[config.mk]
export PLATFORM = sky130hd
export DESIGN_NAME = commit_trace_monitor
export DESIGN_NICKNAME = d
export VERILOG_FILES = /design/src/rtl/trace_pkg.sv /design/src/rtl/sync_fifo.sv /design/src/rtl/commit_trace_monitor.sv
export SDC_FILE = /design/constraint.sdc
export NUM_CORES = 1
export LEC_CHECK = 0
export BUFFER_PORTS_ARGS = -buffer_cell sky130_fd_sc_hd__buf_2
export CORE_ASPECT_RATIO = 0.9
export CORE_MARGIN = 4
export CORE_UTILIZATION = 29
export CTS_BUF_LIST = sky130_fd_sc_hd__clkbuf_8
export CTS_CLUSTER_SIZE = 40
export DETAILED_ROUTE_END_ITERATION = 6
export PLACE_DENSITY = 0.53
export SLEW_MARGIN = 20
export SYNTH_ARGS = -nofsm -noshare
export SYNTH_HDL_FRONTEND = slang
export SYNTH_SLANG_ARGS = --single-unit
[constraint.sdc]
create_clock -name clk -period 10.5 [get_ports clk]
set_clock_uncertainty 0.05 [all_clocks]
set_input_delay 1.575 -clock clk [delete_from_list [all_inputs] [get_ports clk]]
set_output_delay 1.575 -clock clk [all_outputs]
set_load 0.02 [all_outputs]
[src/rtl/trace_pkg.sv]
// Shared types for the commit trace monitor: record kinds, record layout, FSM states.
// Latency: n/a (types and a pure classification function only).
// Backpressure: n/a.
package trace_pkg;

  localparam int DEF_DATA_W = 16;
  localparam int DEF_PC_W   = 16;
  localparam int DEF_REG_W  = 4;
  localparam int DEF_CNT_W  = 32;

  typedef enum logic [2:0] {
    KIND_REG   = 3'd0,
    KIND_LOAD  = 3'd1,
    KIND_STORE = 3'd2,
    KIND_NOP   = 3'd3,
    KIND_HALT  = 3'd4
  } traceKind_t;

  typedef struct packed {
    traceKind_t              kind;
    logic [DEF_CNT_W-1:0]    inum;
    logic [DEF_PC_W-1:0]     pc;
    logic [DEF_REG_W-1:0]    regIdx;
    logic [DEF_DATA_W-1:0]   val;
    logic [DEF_PC_W-1:0]     addr;
  } traceRec_t;

  typedef enum logic [1:0] {
    ST_RUN     = 2'd0,
    ST_DRAIN   = 2'd1,
    ST_DONE    = 2'd2,
    ST_TIMEOUT = 2'd3
  } monState_t;

  // Halt dominates; a register write with a load is a LOAD; stores without writeback are STORE.
  function automatic traceKind_t classifyKind(input logic halt, input logic regWe,
                                              input logic memRe, input logic memWe);
    if (halt) return KIND_HALT;
    if (regWe) return memRe ? KIND_LOAD : KIND_REG;
    if (memWe) return KIND_STORE;
    return KIND_NOP;
  endfunction

endpackage

[src/rtl/sync_fifo.sv]
// Synchronous FIFO with extra-MSB pointers to tell full from empty.
// Latency: a write is visible at rdData on the cycle after it is accepted.
// Backpressure: caller must not write when full (unless reading) nor read when empty.
module sync_fifo #(
  parameter int WIDTH = 8,
  parameter int DEPTH = 8
) (
  input  logic             clk,
  input  logic             rst,
  input  logic             wrEn,
  input  logic [WIDTH-1:0] wrData,
  input  logic             rdEn,
  output logic [WIDTH-1:0] rdData,
  output logic             full,
  output logic             empty
);

  localparam int AW = $clog2(DEPTH);

  logic [WIDTH-1:0] mem [DEPTH];
  logic [AW:0]      wrPtr;
  logic [AW:0]      rdPtr;

  assign empty  = (wrPtr == rdPtr);
  assign full   = (wrPtr[AW] != rdPtr[AW]) && (wrPtr[AW-1:0] == rdPtr[AW-1:0]);
  assign rdData = mem[rdPtr[AW-1:0]];

  // Pointer advance; reset discards all stored entries.
  always_ff @(posedge clk) begin
    if (rst) begin
      wrPtr <= '0;
      rdPtr <= '0;
    end else begin
      if (wrEn) wrPtr <= wrPtr + 1'b1;
      if (rdEn) rdPtr <= rdPtr + 1'b1;
    end
  end

  // Storage write; a write into the slot being popped lands after the pop reads it.
  always_ff @(posedge clk) begin
    if (wrEn) mem[wrPtr[AW-1:0]] <= wrData;
  end

endmodule

[src/rtl/commit_trace_monitor.sv]
// Retirement monitor: classifies commits into trace records, counts, detects halt/watchdog.
// Latency: a record accepted in cycle N is at the FIFO head in cycle N+1 when the FIFO was empty.
// Backpressure: trc_ready stalls the head; a commit arriving to a full, non-popping FIFO is dropped and counted.
module commit_trace_monitor
  import trace_pkg::*;
#(
  parameter int DATA_W      = DEF_DATA_W,
  parameter int PC_W        = DEF_PC_W,
  parameter int REG_W       = DEF_REG_W,
  parameter int FIFO_DEPTH  = 8,
  parameter int CNT_W       = DEF_CNT_W,
  parameter int CYCLE_LIMIT = 100000
) (
  input  logic              clk,
  input  logic              rst,
  input  logic              cm_valid,
  input  logic              cm_flush,
  input  logic [PC_W-1:0]   cm_pc,
  input  logic              cm_reg_we,
  input  logic [REG_W-1:0]  cm_reg_idx,
  input  logic [DATA_W-1:0] cm_reg_data,
  input  logic              cm_mem_re,
  input  logic              cm_mem_we,
  input  logic [PC_W-1:0]   cm_mem_addr,
  input  logic [DATA_W-1:0] cm_mem_data,
  input  logic              cm_halt,
  output logic              trc_valid,
  input  logic              trc_ready,
  output logic [2:0]        trc_kind,
  output logic [CNT_W-1:0]  trc_inum,
  output logic [PC_W-1:0]   trc_pc,
  output logic [REG_W-1:0]  trc_reg,
  output logic [DATA_W-1:0] trc_val,
  output logic [PC_W-1:0]   trc_addr,
  output logic [CNT_W-1:0]  inst_count,
  output logic [CNT_W-1:0]  cycle_count,
  output logic [CNT_W-1:0]  drop_count,
  output logic              overflow,
  output logic              halted,
  output logic              done,
  output logic              timeout
);

  localparam int REC_W = $bits(traceRec_t);

  monState_t        state;
  monState_t        stateNext;
  traceRec_t        newRec;
  traceRec_t        headRec;
  logic [REC_W-1:0] headBits;
  logic             accept;
  logic             fifoFull;
  logic             fifoEmpty;
  logic             pop;
  logic             push;
  logic             drop;

  assign accept = cm_valid && !cm_flush && (state == ST_RUN);
  assign pop    = !fifoEmpty && trc_ready;
  // A full FIFO still takes the record when the head leaves in the same cycle.
  assign push   = accept && (!fifoFull || pop);
  assign drop   = accept && fifoFull && !pop;

  // Build the trace record; fields not meaningful for the kind stay zero.
  always_comb begin
    newRec      = '0;
    newRec.kind = classifyKind(cm_halt, cm_reg_we, cm_mem_re, cm_mem_we);
    newRec.inum = inst_count;
    newRec.pc   = cm_pc;
    case (newRec.kind)
      KIND_REG: begin
        newRec.regIdx = cm_reg_idx;
        newRec.val    = cm_reg_data;
      end
      KIND_LOAD: begin
        newRec.regIdx = cm_reg_idx;
        newRec.val    = cm_reg_data;
        newRec.addr   = cm_mem_addr;
      end
      KIND_STORE: begin
        newRec.val  = cm_mem_data;
        newRec.addr = cm_mem_addr;
      end
      default: ;
    endcase
  end

  sync_fifo #(
    .WIDTH (REC_W),
    .DEPTH (FIFO_DEPTH)
  ) recFifo (
    .clk    (clk),
    .rst    (rst),
    .wrEn   (push),
    .wrData (newRec),
    .rdEn   (pop),
    .rdData (headBits),
    .full   (fifoFull),
    .empty  (fifoEmpty)
  );

  assign headRec = headBits;

  // Instruction, cycle and drop counters plus the sticky overflow flag.
  always_ff @(posedge clk) begin
    if (rst) begin
      inst_count  <= '0;
      cycle_count <= '0;
      drop_count  <= '0;
      overflow    <= 1'b0;
    end else begin
      if (accept) inst_count <= inst_count + 1'b1;
      if (state == ST_RUN && cycle_count != {CNT_W{1'b1}}) cycle_count <= cycle_count + 1'b1;
      if (drop) begin
        drop_count <= drop_count + 1'b1;
        overflow   <= 1'b1;
      end
    end
  end

  // FSM state register.
  always_ff @(posedge clk) begin
    if (rst) state <= ST_RUN;
    else     state <= stateNext;
  end

  // FSM next state: halt beats the watchdog; DONE and TIMEOUT are terminal.
  always_comb begin
    stateNext = state;
    case (state)
      ST_RUN: begin
        if (accept && cm_halt)                          stateNext = ST_DRAIN;
        else if (cycle_count == CNT_W'(CYCLE_LIMIT - 1)) stateNext = ST_TIMEOUT;
      end
      ST_DRAIN: if (fifoEmpty) stateNext = ST_DONE;
      default: ;
    endcase
  end

  // Head fields are zeroed while the FIFO is empty so idle outputs read as 0.
  assign trc_valid = !fifoEmpty;
  assign trc_kind  = trc_valid ? headRec.kind   : 3'd0;
  assign trc_inum  = trc_valid ? headRec.inum   : '0;
  assign trc_pc    = trc_valid ? headRec.pc     : '0;
  assign trc_reg   = trc_valid ? headRec.regIdx : '0;
  assign trc_val   = trc_valid ? headRec.val    : '0;
  assign trc_addr  = trc_valid ? headRec.addr   : '0;

  assign halted  = (state == ST_DRAIN) || (state == ST_DONE);
  assign done    = (state == ST_DONE) || (state == ST_DRAIN && fifoEmpty);
  assign timeout = (state == ST_TIMEOUT);

endmodule

==> results of run 1 <==
[worst min-delay path: stages (launching register included)]
cell and delay, ps:
dfxtp_1 310, inv_1 50, a21oi_1 50
[area by class of cell]
class / count / share of cell area, %
multi-input combinational: 895 / 22.8
sequential: 806 / 61.0
clock buffer: 144 / 5.23
tap: 1462 / 4.83
antenna: 2 / 0.0132
timing repair buffer: 296 / 4.23
clock inverter: 107 / 1.75
inverter: 13 / 0.129
[sequential cells by signal, summed over array words and instances (netlist names), named ones only]
register and count:
inst_count 32, cycle_count 32, recFifo.rdPtr 4, recFifo.wrPtr 4, recFifo.mem 696, overflow 1
state 2, drop_count 32
[Yosys cell counts, types with 17 or more instances]
library cell  instances
and2_1               27
nor2_1              163
mux4_2              174
buf_4                33
buf_2                26
clkbuf_1             60
and3_1               17
nand2_1              49
xor2_1               36
nand3_1              28
a21oi_1              46
mux2i_1              91
nand4_1              37
edfxtp_1            696
dfxtp_1             110
o21ai_0              23
or3_1                28
[report_power, final]
part	switching, µW	total (µW)	leakage, µW	internal, µW
clock network	1310	2710	0.00152	1400
registers	67.2	3630	0.00715	3570
logic	951	1590	0.00381	634
total	2330	7930	0.0125	5600
[worst paths after layout]
kind | startpoint | endpoint | slack (ps) | cells after the start
max | recFifo.wrPtr[1]$_SDFFE_PP0P_ | trc_inum[31] | 4960 | 6
max reg2reg | state[1]$_SDFFE_PP0P_ | recFifo.mem[5][45]$_DFFE_PP_ | 6070 | 8
min reg2reg | overflow$_SDFFE_PP0P_ | overflow$_SDFFE_PP0P_ | 400 | 2
min | overflow$_SDFFE_PP0P_ | overflow$_SDFFE_PP0P_ | 400 | 2
[stage by stage]
step | power [µW] | hold WS (ps) | setup slack (ps) | instance area, µm² | instances
after floorplan | 4810 | 441 | 1410 | 32400 | 1842
after global placement | 5300 | 389 | 5110 | 35200 | 3471
after CTS | 8080 | 406 | 4630 | 37800 | 3722
after detailed placement | 5320 | 393 | 5080 | 35200 | 3471
after global routing | 8340 | 446 | 4610 | 37900 | 3725
final | 7930 | 403 | 4960 | 37900 | 3725
[cell families after synthesis]
logic type,synth area share [%]
muxes,15.1
and+or+nand+nor,7.13
adders and majority gates,0.348
DFF,71.4
AOI/OAI and AO/OA,2.41
xor gates and xnor gates,1.41
buffers and inverters,2.14
[layer usage]
metal | global-route usage, % | wire (µm)
met3 | 5.23 | 6870
met4 | 4.12 | 1520
met2 | 22.3 | 39300
met5 | 0 | 0
met1 | 17.7 | 34900
==> results.sh, run 1 <==
export IMPL_status="finished clean"
export IMPL_clkSinkCount=806
export IMPL_yosysUniqueCellTypes=65
export IMPL_drive_gt1_share_pct=29.8
export IMPL_final_cell_mix="696 x edfxtp_1, 263 x buf_2, 174 x mux4_2"
export IMPL_rsz0062_at_grt="false"
export IMPL_crit_arrival_ps=3910
export IMPL_worstSetupPathType="reg -> out"
export IMPL_syn_area_um2=32300
export IMPL_maxSlewHeadroom_pct=25.4
export IMPL_drc_errors=0
export IMPL_cts_resized=0
export IMPL_synth_edf_count=696
export IMPL_yosysWarnings=0
export IMPL_critPathBufInv=3
export IMPL_design_portCount=265
export IMPL_htree_levels=4
export IMPL_setup_viol=0
export IMPL_hp_class="reg -> reg"
export IMPL_core_um2=110000
export IMPL_num_vias=17793
export IMPL_crit_chain="xor2_1 > nor4_4 > buf_4 > buf_4 > nor2_1 > buf_2"
export IMPL_fill_cells=10600
export IMPL_grt_max_degree=89
export IMPL_cts_tree="done"
export IMPL_numPortBuffers=264
export IMPL_global_route_usage_total_pct=13.9
export IMPL_maxCapViolations=0
export IMPL_clkTransAtPathRegs_ps=60
export IMPL_ys_seq_area_share_pct=71.4
export IMPL_fin_crit_ps=5540
export IMPL_via_per_inst=4.78
export IMPL_place_hpwl_mm=47.7
export IMPL_drt_first_pass_iters=5
export IMPL_fin_nets=2237
export IMPL_peakVddDrop_mv=0.143
export IMPL_synth_area_leaders="edfxtp_1 65%, mux4_2 12%, dfxtp_1 6.8%, mux2i_1 2.8%, nor2_1 1.9%"
export IMPL_root_buffer="clkbuf_8"
export IMPL_power_density_nw_per_um2=209
export IMPL_worst_pin_slew_ps=1120
export IMPL_holdBufCountCts=0
export IMPL_wl_mm=82.5
export IMPL_critPathMaxFanout=60
export IMPL_finalSetupTns_ps=0
export IMPL_clk_path_buf_depth=3
export IMPL_die_area_um2=117000
export IMPL_hold_viol_final=0
export IMPL_mostFrequentLayoutCell="edfxtp_1"
export IMPL_wl_per_cell_um=22.2
export IMPL_synth_seq_cells=806
export IMPL_required_ps=8880
export IMPL_multiInputGateArea_um2=8630
export IMPL_ys_async_sr_fraction_pct=0
export IMPL_antenna_found_initial=1
export IMPL_die_h_um=325
export IMPL_utilization_pct=34.4
export IMPL_syn2layout_area_growth_pct=17.1
export IMPL_crit_family="buffers and inverters"
export IMPL_critPathMaxStageDelay_ps=780
export IMPL_post_route_period_util_pct=52.7
export IMPL_overflow=0
export IMPL_synth_top_cell_area_share_pct=64.6
export IMPL_ys_flop_type="edfxtp_1"
export IMPL_synth_top_area_cell="edfxtp_1"
export IMPL_synth_fp_nets=1928
export IMPL_syn_avg_cell_area_um2=17.6
export IMPL_regArea_um2=23100
export IMPL_report_final_slew_viol_count=0
export IMPL_clk_latency_ps=790
export IMPL_crit_path_end_kind="output port"
export IMPL_start_util_pct=29.4
export IMPL_post_cts_buffers=0
export IMPL_leakagePower_uw=0.0125
export IMPL_crit_path_frequent_cell="buf_4"
export IMPL_ant_nets=0
export IMPL_grt_pass1_vias=19190
export IMPL_grt_pass1_wl_mm=123
export IMPL_drt_iter0_markers=1146
export IMPL_rows=115
export IMPL_syn_inst=1842
export IMPL_cts_buffers_inserted=139
export IMPL_die_w_um=360
export IMPL_crit_path_top_delay_cell="buf_4"
export IMPL_worst_setup_path_start_kind="flip-flop"
export IMPL_place_gp_congestion=0.799
export IMPL_fmax_ghz=0.181
Note: power is estimated with default switching activity, not from simulation.
==> run 2: changes to the inputs <==
--- a/config.mk
+++ b/config.mk
@@ -12,7 +12,7 @@
 export CTS_BUF_LIST = sky130_fd_sc_hd__clkbuf_8
 export CTS_CLUSTER_SIZE = 40
 export DETAILED_ROUTE_END_ITERATION = 6
-export PLACE_DENSITY = 0.53
+export PLACE_DENSITY = 0.52
 export SLEW_MARGIN = 20
 export SYNTH_ARGS = -nofsm -noshare
 export SYNTH_HDL_FRONTEND = slang
==> constraint.sdc (replaced) <==
create_clock -name clk -period 5.31 [get_ports clk]
set_clock_uncertainty 0.05 [all_clocks]
set_input_delay 0.7965 -clock clk [delete_from_list [all_inputs] [get_ports clk]]
set_output_delay 0.7965 -clock clk [all_outputs]
set_load 0.02 [all_outputs]
==> run 2 against run 1 <==
Effect of this change: sequential power is 98% higher; global-route usage is 0.29 points lower; wire length is 2.4% lower; worst hold slack got worse by 160 ps; cell area increased by 0.27%; sequential share of layout area is 0.17 points lower; sequential cell count is the same; critical path type unchanged; total power increased by 96%; via count is 0.21% lower; largest cell class unchanged; first-iteration DRC count rose by 0.96%.
==> results.sh, run 2 (synthesized netlist as in run 1, its figures left out) <==
export IMPL_hold_ws_ps=241
export IMPL_core_um2=110000
export IMPL_setup_viol=0
export IMPL_hp_class="in -> reg"
export IMPL_peakVddDrop_mv=0.280
export IMPL_critPathMaxFanout=56
export IMPL_crit_arrival_ps=3190
export IMPL_grt_pass1_vias=18964
export IMPL_root_buffer="clkbuf_8"
export IMPL_grt_max_degree=88
export IMPL_drt_iter0_markers=1157
export IMPL_num_vias=17756
export IMPL_global_route_usage_total_pct=13.6
export IMPL_worst_setup_path_start_kind="flip-flop"
export IMPL_place_area_um2=35300
export IMPL_clk_latency_ps=770
export IMPL_grt_pass1_wl_mm=121
export IMPL_die_w_um=360
export IMPL_rsz0062_at_grt="false"
export IMPL_mostFrequentLayoutCell="edfxtp_1"
export IMPL_crit_chain="buf_12 > mux4_2 > mux2i_1 > nor2_1 > buf_2"
export IMPL_status="finished clean"
export IMPL_design_portCount=265
export IMPL_drive_gt1_share_pct=29.8
export IMPL_drt_first_pass_iters=5
export IMPL_place_gp_congestion=0.771
export IMPL_finalSetupTns_ps=0
export IMPL_syn2layout_area_growth_pct=17.4
export IMPL_post_cts_buffers=0
export IMPL_die_area_um2=117000
export IMPL_clkSinkCount=806
export IMPL_post_route_period_util_pct=76.1
export IMPL_clk_path_buf_depth=3
export IMPL_worst_pin_slew_ps=993
export IMPL_fmax_ghz=0.248
export IMPL_via_per_inst=4.77
export IMPL_required_ps=4460
export IMPL_cts_resized=0
export IMPL_cts_buffers_inserted=138
export IMPL_ant_nets=0
export IMPL_power_density_nw_per_um2=410
export IMPL_start_util_pct=29.4
export IMPL_fin_crit_ps=4040
export IMPL_hold_viol_final=0
export IMPL_maxCapViolations=0
export IMPL_cts_tree="done"
export IMPL_antenna_found_initial=7
export IMPL_die_h_um=325
export IMPL_final_cell_mix="696 x edfxtp_1, 263 x buf_2, 174 x mux4_2"
export IMPL_clkTransAtPathRegs_ps=60
export IMPL_htree_levels=4
export IMPL_fin_nets=2229
export IMPL_maxSlewHeadroom_pct=33.8
export IMPL_crit_path_top_delay_cell="dfxtp_4"
export IMPL_dpl_worst_slack_ps=1720
export IMPL_crit_path_end_kind="output port"
export IMPL_wl_per_cell_um=21.6
export IMPL_worstSetupPathType="reg -> out"
export IMPL_design_area_um2=38000
export IMPL_rows=115
export IMPL_setup_ws_ps=1270
export IMPL_critPathMaxStageDelay_ps=970
export IMPL_leakagePower_uw=0.0124
export IMPL_holdBufCountCts=0
export IMPL_wl_mm=80.5
export IMPL_drc_errors=0
export IMPL_place_hpwl_mm=45.4
export IMPL_largest_register_ff_count=696
export IMPL_overflow=0
export IMPL_report_final_slew_viol_count=0
export IMPL_numPortBuffers=264
## run 2: cell types whose count changed in the layout (fill, tap and decap cells not counted), moves of 3 or more
cell	before	now
buf_4	30	12
buf_12	1	14
clkinv_2	7	16
inv_1	64	55
clkinv_1	30	34
diode_2	2	6
nor3_2	8	4
nor3_4	1	5
clkbuf_8	144	147
## run 2: final cells by class
cell class / count / area, µm²
Fill cell: 10467 / 72100
Sequential cell: 806 / 23100
Multi-Input combinational cell: 895 / 8660
Clock buffer: 147 / 2020
Tap cell: 1462 / 1830
Timing Repair Buffer: 289 / 1690
Clock inverter: 106 / 604
Inverter: 13 / 48.8
Antenna cell: 6 / 15.0
## run 2: where the power goes
| part | switching [µW] | internal, µW |
|---|---|---|
| Clock | 2530 | 2740 |
| Sequential | 127 | 7050 |
| Combinational | 1850 | 1270 |
## run 2: final timing paths
| kind | from | to | slack [ps] | depth (start not counted) |
|---|---|---|---|---|
| worst max-delay path | flip-flop | trc_inum[7] | 1270 | 5 |
| worst min-delay path | cm_pc[0] | recFifo.mem[6][36]$_DFFE_PP_ | 240 | 1 |
| worst max register to register | state[1]$_SDFFE_PP0P_ | recFifo.mem[6][52]$_DFFE_PP_ | 1850 | 7 |
| worst min register to register | overflow$_SDFFE_PP0P_ | overflow$_SDFFE_PP0P_ | 420 | 2 |
## run 2: per-stage QoR
step | power [µW] | instances | utilization [%]
CTS | 15900 | 3718 | 34.5
floorplan | 9490 | 1842 | -
detailed placement | 10500 | 3465 | 32.1
global route | 16400 | 3721 | 34.5
global placement | 10500 | 3465 | 32.1
finish | 15600 | 3724 | 34.5
## run 2: routing by layer
layer / track usage [%] / wire length, µm / part of all wire [%]
met1: 17.5 / 34100 / 42
met2: 21.9 / 38600 / 48
met3: 4.78 / 6280 / 7.8
met4: 3.79 / 1450 / 1.8
met5: 0 / 7 / 0.0087
## run 2: critical path: cells and delay by family, from the launching register on
kind          cells  cell delay [ps]
buf+inv           2              570
flops             1              970
mux               2              710
simple gates      1               70
